[src/rtl/writeback_unit.sv]
// Write-back stage: buffers retired MEM/WB results in a small FIFO and drains one
// register-file write per cycle, with two forwarding lookups. Optional counters: WB_STATS_EN.
module writeback_unit #(
  parameter int DEPTH = 2,
  parameter int WIDTH = 32
) (
  input  logic             clk,
  input  logic             rst_n,
  input  logic             flush,
  input  logic             wb_hold,
  input  logic             in_valid,
  output logic             in_ready,
  input  logic             in_reg_write,
  input  logic             in_mem_to_reg,
  input  logic [4:0]       in_dest,
  input  logic [WIDTH-1:0] in_alu_result,
  input  logic [WIDTH-1:0] in_mem_data,
  output logic             RegWrite,
  output logic [4:0]       WriteReg,
  output logic [WIDTH-1:0] WriteData,
  input  logic [4:0]       fwd_reg1,
  output logic             fwd_hit1,
  output logic [WIDTH-1:0] fwd_data1,
  input  logic [4:0]       fwd_reg2,
  output logic             fwd_hit2,
  output logic [WIDTH-1:0] fwd_data2,
  output logic [31:0]      retire_count,
  output logic [31:0]      hold_cycles
);

  localparam int PW = (DEPTH > 1) ? $clog2(DEPTH) : 1;
  localparam int CW = $clog2(DEPTH) + 1;

  typedef enum logic [1:0] {ST_EMPTY, ST_PARTIAL, ST_FULL} fifo_state_t;

  fifo_state_t      state_q, state_d;
  logic [CW-1:0]    count_q, count_d;
  logic [PW-1:0]    rd_ptr, wr_ptr;
  logic [4:0]       mem_dest [DEPTH];
  logic [WIDTH-1:0] mem_data [DEPTH];
  logic             push, pop;

  // Handshake: a transfer happens on a rising edge where in_valid && in_ready.
  // Accepted instructions that write nothing (or write $zero) are simply dropped.
  assign in_ready = (state_q != ST_FULL) && !flush;
  assign push     = in_valid && in_ready && in_reg_write && (in_dest != 5'd0);
  assign pop      = (state_q != ST_EMPTY) && !wb_hold && !flush;

  always_ff @(posedge clk or negedge rst_n) begin
    if (!rst_n) begin
      state_q <= ST_EMPTY;
      count_q <= '0;
    end else begin
      state_q <= state_d;
      count_q <= count_d;
    end
  end

  always_comb begin
    count_d = count_q;
    state_d = state_q;
    if (flush) begin
      count_d = '0;
      state_d = ST_EMPTY;
    end else begin
      count_d = count_q + CW'(push) - CW'(pop);
      if (count_d == '0)              state_d = ST_EMPTY;
      else if (count_d == CW'(DEPTH)) state_d = ST_FULL;
      else                            state_d = ST_PARTIAL;
    end
  end

  always_ff @(posedge clk or negedge rst_n) begin
    if (!rst_n) begin
      rd_ptr    <= '0;
      wr_ptr    <= '0;
      RegWrite  <= 1'b0;
      WriteReg  <= '0;
      WriteData <= '0;
    end else begin
      RegWrite <= pop;
      if (pop) begin
        WriteReg  <= mem_dest[rd_ptr];
        WriteData <= mem_data[rd_ptr];
      end
      if (flush) begin
        rd_ptr <= '0;
        wr_ptr <= '0;
      end else begin
        if (push) wr_ptr <= wr_ptr + PW'(1);
        if (pop)  rd_ptr <= rd_ptr + PW'(1);
      end
    end
  end

  // Load/ALU selection is resolved here so entries hold final values.
  always_ff @(posedge clk) begin
    if (push) begin
      mem_dest[wr_ptr] <= in_dest;
      mem_data[wr_ptr] <= in_mem_to_reg ? in_mem_data : in_alu_result;
    end
  end

  // Walk oldest to youngest so the youngest match wins; output register is lowest priority.
  function automatic logic [WIDTH:0] lookup(input logic [4:0] addr);
    logic [WIDTH:0] r;
    logic [PW-1:0]  idx;
    r = '0;
    if (addr != 5'd0) begin
      if (RegWrite && (WriteReg == addr)) r = {1'b1, WriteData};
      for (int i = 0; i < DEPTH; i++) begin
        idx = rd_ptr + PW'(i);
        if ((CW'(i) < count_q) && (mem_dest[idx] == addr)) r = {1'b1, mem_data[idx]};
      end
    end
    return r;
  endfunction

  always_comb begin
    {fwd_hit1, fwd_data1} = lookup(fwd_reg1);
    {fwd_hit2, fwd_data2} = lookup(fwd_reg2);
  end

`ifdef WB_STATS_EN
  logic [31:0] retire_q, hold_q;

  always_ff @(posedge clk or negedge rst_n) begin
    if (!rst_n) begin
      retire_q <= '0;
      hold_q   <= '0;
    end else begin
      if (in_valid && in_ready)                retire_q <= retire_q + 32'd1;
      if (wb_hold && (state_q != ST_EMPTY))    hold_q   <= hold_q + 32'd1;
    end
  end

  assign retire_count = retire_q;
  assign hold_cycles  = hold_q;
`else
  assign retire_count = '0;
  assign hold_cycles  = '0;
`endif

endmodule

[config.mk]
export PLATFORM = sky130hd
export DESIGN_NAME = writeback_unit
export DESIGN_NICKNAME = d
export VERILOG_FILES = /design/src/rtl/writeback_unit.sv
export SDC_FILE = /design/constraint.sdc
export NUM_CORES = 1
export LEC_CHECK = 0
export ABC_CLOCK_PERIOD_IN_PS = 2710
export CORE_MARGIN = 3
export CORE_UTILIZATION = 40
export DETAILED_ROUTE_END_ITERATION = 10
export PLACE_DENSITY = 0.71
export SYNTH_ARGS = -nofsm -noshare
export SYNTH_HDL_FRONTEND = slang
export SYNTH_SLANG_ARGS = --single-unit
[constraint.sdc]
create_clock -name clk -period 2.71 [get_ports clk]
set_input_delay 0.542 -clock clk [delete_from_list [all_inputs] [get_ports clk]]
set_output_delay 0.542 -clock clk [all_outputs]
set_load 0.005 [all_outputs]
==> results by group <==
Power
  • Max IR drop VDD: 0.464 mV
  • Leak: 4.60 nW
  • Pwr Density: 547 nW/um2

Worst setup path
  • Worst Path Required: 2.17 ns
  • FF-to-FF Start: count_q[0]
  • CP max stage cell: dfrtp_4
  • Critical path depth: 11
  • R2R cell count: 7
  • Setup CP Type: reg -> out
  • Worst-path maximum fanout: 6
  • R2r setup slk: 0.43 ns
  • Cell breakdown of the critical path: buf_12 -> mux2i_4 -> xnor2_2 -> nor4_2 -> and3_4 -> buf_12 -> buf_12 -> buf_16 -> a311oi_2 -> a211oi_2 -> buf_2
  • FF-to-FF End: mem_data[1][24]
  • Max incr delay on CP: 0.50 ns
  • Worst setup EP type: output pin
  • Most Frequent Cell on Critical Path: buf_12
  • Cell family with most CP delay: buffers and inverters
  • CP bufs+invs: 5
  • WP data arrival: 2.84 ns
  • Crit path launch type: flip-flop

Place
  • DP HPWL: 16,800 um
  • Placer Congestion: 0.857
  • Port bufs: 190
  • DP Area: 10,300 um2
  • Place WS: -0.926 ns

STA
  • Skew final: 0.00825 ns
  • Setup ws final: -0.676 ns
  • Final Max Slew Viols: 0
  • Worst Tran Pin Value: 0.803 ns
  • Slew headroom: 46.5%
  • Final setup vio count: 66
  • RSZ-0062 raised after global routing: true
  • Crit share post-route: 125%
  • Final min period: 3.39 ns
  • Fmax: 295 MHz
  • Final hold viol count: 0
  • Worst hold slack: 0.242 ns
  • Post-Route Setup TNS: -38.09 ns

Synth
  • Synth unique cells: 36
  • Adder-cell share of the synthesized area: 0.328%
  • Syn_area_per_cell: 10.9 um2
  • Synth top area cells: edfxtp_1, dfrtp_1, mux2i_1
  • Fraction of registers with async set or reset after synthesis: 36.8%
  • Syn Inst Count: 703
  • Post-synthesis simple-gate area fraction: 8.36%
  • Post-synthesis mux area share: 14.8%
  • Yosys top cell by area: edfxtp_1
  • Yosys top cell area share: 29.1%
  • Largest family of logic cells by synthesized area: compound AO/OA/AOI/OAI gates
  • Sequential fraction of the synthesis area: 43.2%
  • Post-synth EDFFs: 74
  • Yosys synthesis warning count: 0
  • XOR/XNOR share of the synthesized area: 3.90%
  • Synth Area in Compound Gates: 18.5%
  • Post-synthesis register bit count: 117
  • Synth Flop Type: edfxtp_1
  • Mapped cell area: 7640 um2

Global routing
  • First-pass GRT wire length: 42,100 um
  • Total gr overflow: 0
  • Largest net degree at the start of global routing: 76
  • Tot GR Track Use: 26.5%
  • Vias in the first global route: 7,322
  • Initial antenna violation count: 0

Layout
  • Share of cells above drive strength 1: 43.8%
  • P&R area growth vs syn: 60.8%
  • Final-stage net count: 1,088
  • Antenna Cells: 0
  • Post-route core utilization: 67.0%
  • Post-route cell area: 12,300 um2

Clock tree
  • Clock Pin Slew Worst Setup and Hold Paths: 0.05 ns
  • Cts bufs inserted: 17
  • Clk Latency, worst-skew pair: 0.41 ns
  • Clock root buffer: clkbuf_16
  • Clk buf depth: 2
  • CTS tree: yes
  • Max H-tree Level: 4
  • CTS Sinks: 117

Routing
  • Drt wl/cell: 22.4 um
  • Vias/cell: 5.75
  • Remaining antenna violation count: 0
  • Drt pass-1 iters: 5
  • Vias: 7,136
  • DRC errors left: 0
  • Final wirelength: 27,800 um
  • First DRT Iteration DRCs: 425

Floorplanning
  • Die H: 144 um
  • Total Die Area: 20,800 um2
  • Initial Utilization: 41.7%
  • Boundary pin count: 255
  • Core region area: 18,300 um2
  • Row cnt: 49
  • Die Width: 144 um

Worst hold path
  • Hold Crit Class: in -> async

Run
  • Maxcap violations: 0

Outcome
  • Failing checks: setup timing
  • Status: finished with violations
[sequential cells by signal, summed over array words and instances, names as in the netlist, 2 cells and up]
name       cells
mem_data      64
WriteData     32
mem_dest      10
WriteReg       5
count_q        2
[per-layer routing]
metal	vias to the layer above	share of wire [%]	GRT usage, %
met4	0	2.3	8.98
li1	3181	-	-
met1	3557	42	34.8
met2	346	49	43.8
met5	-	0	0
met3	52	7.3	5.72
[report_power, final]
group | switching (mW) | internal, mW | total (mW)
Clock | 0.809 | 1.17 | 1.98
Combinational | 0.876 | 1.16 | 2.04
Sequential | 0.467 | 2.23 | 2.70
Total | 2.15 | 4.56 | 6.71
[worst reg2reg max path, stage by stage, from the launching register on]
cell	delay [ns]
dfrtp_1	0.45
buf_4	0.16
inv_1	0.03
a21oi_1	0.21
o2111ai_1	0.24
buf_4	0.23
nor2_4	0.42
buf_12	0.24
[kinds of logic after synthesis]
group,count (synthesis)
compound gates,177
buf+inv,134
simple gates,132
flops,117
mux,106
xor+xnor,34
fa+ha+maj,2
other cells,1
[cells in the final DEF, fill, tap and decap left out, types with 3 or more instances in the layout]
master,count
a21oi_2,5
buf_2,66
xnor2_1,8
buf_4,80
xor2_2,4
a21oi_1,40
clkdlybuf4s50_1,120
nand2b_1,6
clkbuf_1,3
mux2i_4,8
mux2_2,32
xnor2_2,4
nor3_2,21
buf_6,32
inv_1,3
buf_16,8
a211oi_2,39
nor2_1,44
conb_1,64
edfxtp_1,74
a211o_1,7
xor2_1,16
dfrtp_1,42
nor2_4,5
clkinvlp_4,3
a311oi_4,9
a2bb2oi_1,7
clkbuf_16,17
or4_1,3
a211oi_1,17
clkinv_2,7
a311oi_2,46
buf_12,27
mux2i_1,65
nor3_1,37
buf_8,10
[layout make-up]
type	instances	area, um2
fill	1353	6050
timing repair buffer	346	3460
sequential	117	3300
clock buffer	21	450
inverter	3	11.3
clock inverter	11	61.3
tap	229	287
multi-input combinational	515	4710
[cell usage after synthesis (2+ instances only)]
| cell | n |
|---|---|
| edfxtp_1 | 74 |
| mux2_2 | 32 |
| ha_1 | 2 |
| a311oi_2 | 12 |
| mux2i_4 | 2 |
| xor2_1 | 22 |
| dfrtp_1 | 43 |
| buf_4 | 66 |
| nor4_1 | 4 |
| mux2i_1 | 71 |
| nand2b_1 | 7 |
| nor3_1 | 60 |
| a311oi_1 | 45 |
| clkbuf_1 | 36 |
| buf_2 | 12 |
| or4_1 | 3 |
| a211oi_2 | 7 |
| buf_6 | 9 |
| nor2_1 | 49 |
| or2_1 | 2 |
| buf_1 | 8 |
| a2bb2oi_1 | 7 |
| o21ai_1 | 2 |
| a211o_1 | 7 |
| inv_1 | 3 |
| and3_1 | 4 |
| xnor2_1 | 12 |
| a21oi_1 | 45 |
| a211oi_1 | 50 |
[repair_timing]
item / in CTS / in global routing
gates resized for setup: 432 / 59
gates cloned: 11 / 0
hold buffers: 0 / 0
endpoints found under the setup margin: 66 / 66
pin swaps: 76 / 33
buffers inserted: 50 / 7
[stage by stage]
stage          total power [mW]  std cells
6_report                   6.71       1242
5_1_grt                    7.04       1242
4_1_cts                    6.63       1244
3_5_place_dp               4.51       1152
3_3_place_gp               4.47       1152
2_1_floorplan              3.36        766
[worst max path at each step]
stage	startpoint	to	slack [ns]
2_1_floorplan	flush	mem_data[0][0]	-0.29
3_3_place_gp	fwd_reg2[0]	fwd_data2[6]	-0.96
3_5_place_dp	fwd_reg2[0]	fwd_data2[6]	-0.93
4_1_cts	rd_ptr	fwd_data1[20]	-0.67
5_1_grt	rd_ptr	fwd_data1[28]	-0.79
6_report	rd_ptr	fwd_data2[28]	-0.68
Power figures use the tool's default switching activity.
